<file path="config.mk">
export PLATFORM = sky130hd
export DESIGN_NAME = regfile_sb
export DESIGN_NICKNAME = d
export VERILOG_FILES = /design/src/rtl/regfile_sb.sv
export SDC_FILE = /design/constraint.sdc
export NUM_CORES = 1
export LEC_CHECK = 0
export BUFFER_PORTS_ARGS = -buffer_cell sky130_fd_sc_hd__buf_2
export CORE_ASPECT_RATIO = 1.2
export CORE_MARGIN = 10
export CORE_UTILIZATION = 63
export DETAILED_ROUTE_END_ITERATION = 10
export PLACE_DENSITY = 0.81
export SLEW_MARGIN = 15
export SYNTH_ARGS = -nofsm -noshare
export SYNTH_HDL_FRONTEND = slang
export SYNTH_SLANG_ARGS = --single-unit
</file>
<file path="constraint.sdc">
create_clock -name clk -period 4.4 [get_ports clk]
set_input_delay 0.44 -clock clk [delete_from_list [all_inputs] [get_ports clk]]
set_output_delay 0.44 -clock clk [all_outputs]
set_load 0.005 [all_outputs]
</file>
<file path="src/rtl/regfile_sb.sv">
// Parametrised register file with two combinational read ports, one write port,
// optional same-cycle write bypass and a per-register busy scoreboard.
module regfile_sb #(
  parameter int N        = 8,
  parameter int NREG     = 32,
  parameter int AW       = $clog2(NREG),
  parameter bit BYPASS   = 1'b1,
  parameter bit ZERO_REG = 1'b1
) (
  input  logic          clk,
  input  logic          reset,
  input  logic          we,
  input  logic [AW-1:0] waddr,
  input  logic [N-1:0]  wdata,
  input  logic [AW-1:0] raddr1,
  input  logic [AW-1:0] raddr2,
  output logic [N-1:0]  rdata1,
  output logic [N-1:0]  rdata2,
  output logic          rbusy1,
  output logic          rbusy2,
  input  logic          rsv,
  input  logic [AW-1:0] rsv_addr,
  output logic          rsv_ok,
  output logic          busy_any
);

  logic [N-1:0]    gpr [NREG];
  logic [NREG-1:0] busy;
  logic [NREG-1:0] busy_nxt;

  logic            wr_en;
  logic            set_en;

  logic [AW-1:0]   raddr_v [2];
  logic [N-1:0]    rdata_v [2];
  logic            rbusy_v [2];

  // NREG need not be a power of two, so the top of the address space may be unmapped.
  function automatic logic addr_valid(input logic [AW-1:0] a);
    return int'(a) < NREG;
  endfunction

  function automatic logic addr_zero(input logic [AW-1:0] a);
    return ZERO_REG && (a == '0);
  endfunction

  assign wr_en  = we && !reset && addr_valid(waddr) && !addr_zero(waddr);

  assign rsv_ok = rsv && !reset && addr_valid(rsv_addr) &&
                  (!busy[rsv_addr] || (we && (waddr == rsv_addr)));

  // A zero-register reservation is accepted but never marks anything busy.
  assign set_en = rsv_ok && !addr_zero(rsv_addr);

  always_comb begin
    busy_nxt = busy;
    if (reset) begin
      busy_nxt = '0;
    end else begin
      if (wr_en)
        busy_nxt[waddr] = 1'b0;
      // Applied after the clear so a same-cycle reserve of the written register wins.
      if (set_en)
        busy_nxt[rsv_addr] = 1'b1;
    end
  end

  always_ff @(posedge clk) begin
    busy     <= busy_nxt;
    busy_any <= |busy_nxt;
  end

  always_ff @(posedge clk) begin
    if (reset) begin
      for (int unsigned i = 0; i < NREG; i++)
        gpr[i] <= '0;
    end else if (wr_en) begin
      gpr[waddr] <= wdata;
    end
  end

  assign raddr_v[0] = raddr1;
  assign raddr_v[1] = raddr2;

  always_comb begin
    for (int unsigned k = 0; k < 2; k++) begin
      rdata_v[k] = '0;
      rbusy_v[k] = 1'b0;
      if (addr_valid(raddr_v[k]) && !addr_zero(raddr_v[k])) begin
        if (BYPASS && we && (waddr == raddr_v[k])) begin
          rdata_v[k] = wdata;
        end else begin
          rdata_v[k] = gpr[raddr_v[k]];
          rbusy_v[k] = busy[raddr_v[k]];
        end
      end
    end
  end

  assign rdata1 = rdata_v[0];
  assign rdata2 = rdata_v[1];
  assign rbusy1 = rbusy_v[0];
  assign rbusy2 = rbusy_v[1];

endmodule

</file>
# Word-level counts from Yosys, hierarchy flattened
# Memories as Yosys holds them, arrays and structs flattened.
# Index checks and enable logic that the tools add are counted.
[classes]
bitwise = 3
order_cmp = 6
reduce_logical = 21
n_eq_ne = 3
mux = 30
[op_table]
columns = ["operator", "count"]
rows = [
  ["$mux 32", 4],
  ["$mux 8", 5],
  ["$and 32x32->32", 1],
  ["$not 32->32", 1],
  ["$or 32x32->32", 1],
  ["$reduce_or 32->1", 1],
  ["$lt 5x6->1 const B", 4],
  ["$logic_not 5->1", 4],
  ["$bmux 1 s5", 3],
  ["$eq 5x5->1", 3],
  ["$mux 1", 15],
  ["$demux 1 s5", 2],
  ["$ge 5x1->1 const B", 2],
  ["$logic_and 1x1->1", 10],
  ["$reduce_or 8->1", 1],
  ["$mux 5", 1],
  ["$logic_not 1->1", 4],
  ["$logic_or 1x1->1", 1],
]
[totals]
elab_cells = 66
mem_count = 1
reg_bits = 33
ram_bits = 256
output_inout_bits = 20
[mem_list]
columns = ["memory", "words", "word_bits", "read_ports", "rd_ports_with_merged_regs", "write_ports", "line", "text"]
rows = [
  ["gpr", 32, 8, 2, 0, 32, "27", "logic [N-1:0] gpr [NREG];"],
]

# Logic depth before layout (Yosys ltp)
[logic_depth]
depth_word = 12
depth_mapped = 11

# Worst setup path after synthesis
# Ideal clock, no wire load.
[synth_timing]
kind = "input-to-reg"
from = "input waddr[1]"
to = "register busy_any"
arrival_ns = 3.258
required_ns = 4.266
setup_slack_ns = 1.008
stages = 8
setup_ns = 0.134
path_cell_list = "buf_4 -> or4b_4 -> clkbuf_1 -> o21ai_0 -> o32ai_1 -> a2111oi_0 -> nand4b_1 -> or4_1"
[synth_via]
elab_chain_len = 12
[synth_rtl]
columns = ["element", "line", "text"]
rows = [
  ["start, declared", "13", "input logic [AW-1:0] waddr,"],
  ["$lt 5x6->1 (implied by the code) or $ge 5x1->1 (tied branches)", "61", "busy_nxt[waddr] = 1'b0;"],
  ["$logic_and 1x1->1 (implied by the code)", "61", ""],
  ["$mux 1 (implied by the code)", "61", ""],
  ["$demux 1 s5", "61", ""],
  ["$not 32->32 (no source line)", "--", ""],
  ["$and 32x32->32 (no source line)", "--", ""],
  ["$mux 32", "60", "if (wr_en)"],
  ["$mux 32", "57", "if (reset) begin"],
  ["$or 32x32->32 (no source line)", "--", ""],
  ["$mux 32 *", "63", "if (set_en)"],
  ["$mux 32 *", "57", ""],
  ["net busy_nxt[16]", "29", "logic [NREG-1:0] busy_nxt;"],
  ["$reduce_or 32->1 *", "70", "busy_any <= |busy_nxt;"],
  ["end signal, assigned", "70", ""],
  ["end, declared", "24", "output logic busy_any"],
]
# Mark *: on every way through the listed nets, which the timed path passes. The rest lies on a longest branch. The select of a mux whose other input is x is not followed.

# Worst setup path in the final report
[layout_timing]
from = "input raddr2[0]"
to = "output rdata2[3]"
[layout_via]
elab_chain_len = 4
[layout_rtl]
columns = ["element", "line", "text"]
rows = [
  ["start, declared", "16", "input logic [AW-1:0] raddr2,"],
  ["branches (longest 3 deep; another with $mem_v2 32x8)", "--", ""],
  ["$mux 8 *", "89", "if (addr_valid(raddr_v[k]) && !addr_zero(raddr_v[k])) begin"],
  ["end, declared", "18", "output logic [N-1:0] rdata2,"],
]
# Every way passes the cells marked *.

==> results.json <==
{
  "status": "finished clean",
  "first_pass_iters": 6,
  "dp_cells": 1487,
  "cp-end-kind": "output pin",
  "hold_depth": 3,
  "overflow": 0,
  "gp_congestion": 0.975,
  "fillers": 1694,
  "startpoint_type": "primary input",
  "finalWirelength_microns": 47000,
  "peakVddDrop_v": 0.000301,
  "wire_per_inst_microns": 30.5,
  "finClkSkew_ps": 11.1,
  "vias_per_cell": 7.14,
  "antenna_cells": 0,
  "path_max_fanout": 32,
  "p_per_area_nw_per_um2": 364,
  "rsz0062_at_grt": "no",
  "fp.dieH_microns": 197,
  "clock-sinks": 289,
  "worst_pin_slew_ps": 1200,
  "arrival_ps": 3200,
  "dp_hpwl_microns": 32800,
  "final_nets": 1221,
  "p_total_mw": 6.55,
  "cts_resized": 0,
  "maxSlewViolCount": 0,
  "synthCells": 1164,
  "max_freq_ghz": 0.274,
  "total_leakage_power_nw": 6.36,
  "setup_violations": 0,
  "io_pins": 52,
  "rows": 64,
  "drv_cap": 0,
  "hold_class": "in -> reg",
  "setup-tns-final_ps": 0,
  "grt_pass1_wl_microns": 71400,
  "utilization_pct": 70.2,
  "htree_levels": 1,
  "min_period_ps": 3640,
  "grt_max_degree": 75,
  "netlist_area_sq_um": 16500,
  "numCtsBuffers": 30,
  "hold_viol_final": 0,
  "post_dp_cell_area_sq_um": 17100,
  "ys_ff_latch": 289,
  "clk_pin_slew_worst_paths_ps": 50,
  "worstSetupPathType": "in -> out",
  "fin_crit_sh_pct": 82.8,
  "clockBufferDepth": 3,
  "finalWorstSetupSlack_ps": 755,
  "rr_worst_depth": 7,
  "core_area_sq_um": 25600,
  "root_buffer": "clkbuf_16",
  "die_w_microns": 168,
  "synth_ff_type": "edfxtp_1",
  "first_global_vias": 11200,
  "die_area_sq_um": 33000,
  "async_flop_share_pct": 0,
  "antenna_found_initial": 0,
  "post-cts-setup-buffers": 0,
  "stdcell_count": 1542,
  "drive_gt1_share_pct": 26.4,
  "finalInstanceArea_sq_um": 18000,
  "ys_seq_area_share_pct": 50.7,
  "drcViolationCount": 0,
  "final_antenna_net_count": 0,
  "initial_core_util_pct": 64.2,
  "grtUsageTotal_pct": 28.3,
  "pre_cts_ws_ps": 761,
  "cts_tree": "yes",
  "clk_latency_ps": 560,
  "holdWs_ps": 398,
  "synth_cell_types": 63,
  "syn_avg_cell_area_sq_um": 14.1,
  "area_delta_synth_final_pct": 9.35,
  "worst_ep_required_time_ps": 3960,
  "yosys_warnings": 0,
  "synth_edf_count": 256,
  "drt-initial-drc-count": 1685,
  "io_buffers": 51,
  "slew_headroom_pct": 20.1,
  "vias": 11000,
  "hold_buffers": 0
}
-- worst max-delay path: stages --
cell and delay, ps:
buf_4 530, buf_4 410, mux4_2 590, mux4_2 500
mux2i_1 300, nor2_1 70, a21oi_1 140, nor2_1 50
buf_2 150
-- path summary, 6_finish.rpt --
path                     from                to  slack, ps
max                 raddr2[0]         rdata2[3]        760
max reg2reg   busy[7]$_DFF_P_  busy[13]$_DFF_P_       1630
min                     reset   busy[0]$_DFF_P_        400
min reg2reg  busy[12]$_DFF_P_  busy[12]$_DFF_P_        510
-- where the power goes --
part / internal, mW / leakage, nW / switching, mW
clock: 1.40 / 0.467 / 1.08
sequential: 3.12 / 2.70 / 0.0776
combinational: 0.392 / 3.19 / 0.482
-- metal layers --
metal  share of wire [%]  up-vias  GRT usage, %  wire length [microns]
met5                   0        -             0                      0
met4                 4.3        0          11.0                   2040
met3                  14      141          6.69                   6490
met2                  47      934          44.1                  22000
met1                  35     5392          38.2                  16500
li1                    -     4540             -                      -
-- cell usage in the layout, fill, tap and decap left out, types with 6 or more instances in the layout --
| master | instances |
|---|---|
| edfxtp_1 | 256 |
| and2_1 | 234 |
| mux4_2 | 181 |
| nor2_1 | 84 |
| buf_2 | 47 |
| o21ai_0 | 36 |
| buf_4 | 36 |
| inv_1 | 35 |
| mux2i_1 | 33 |
| dfxtp_1 | 33 |
| clkbuf_16 | 31 |
| and3_1 | 20 |
| a21oi_1 | 18 |
| o22ai_1 | 16 |
| nand2_1 | 14 |
| a22o_1 | 10 |
| xor2_1 | 8 |
| clkinv_2 | 8 |
| conb_1 | 8 |
| xnor2_1 | 7 |
| clkinv_1 | 7 |
| nand3b_1 | 6 |
| nor3_1 | 6 |
-- flip-flops by register name, indices dropped and copies added, names as in the netlist --
register / flops
gpr: 256
busy: 32
busy_any: 1
-- cells by family (layout without fill, tap and decap cells) --
kind of cell	count (synthesis)	in the layout	share of synthesized area, %
flops	289	289	50.7
mux	214	214	26.8
simple gates	405	405	14.4
other cells	1	8	0.0228
buf+inv	134	175	3.19
compound gates	106	106	4.14
xor+xnor	15	15	0.798
-- cells in the mapped netlist, types with 10 or more instances --
| cell type | count | share of area [%] |
|---|---|---|
| clkbuf_1 | 69 | 1.6 |
| and3_1 | 20 | 0.76 |
| nand2_1 | 14 | 0.32 |
| mux4_2 | 181 | 25 |
| nor2_1 | 84 | 1.9 |
| inv_1 | 35 | 0.80 |
| edfxtp_1 | 256 | 47 |
| a22o_1 | 10 | 0.53 |
| buf_1 | 18 | 0.41 |
| o21ai_0 | 37 | 1.1 |
| mux2i_1 | 33 | 2.0 |
| and2_1 | 234 | 8.9 |
| a21oi_1 | 18 | 0.55 |
| o22ai_1 | 16 | 0.61 |
| dfxtp_1 | 33 | 4.0 |
-- final cells by class --
class                   instances  area (sq um)  share of cell area [%]
clock buffers                  34           787                    4.37
clock inverters                21           161                   0.897
inverters                      35           131                   0.730
multi-input cells             748          7610                    42.3
flip-flops and latches        289          8350                    46.4
well taps                     330           413                    2.29
repair buffers                 85           546                    3.03
(Power assumes the default switching activity.)
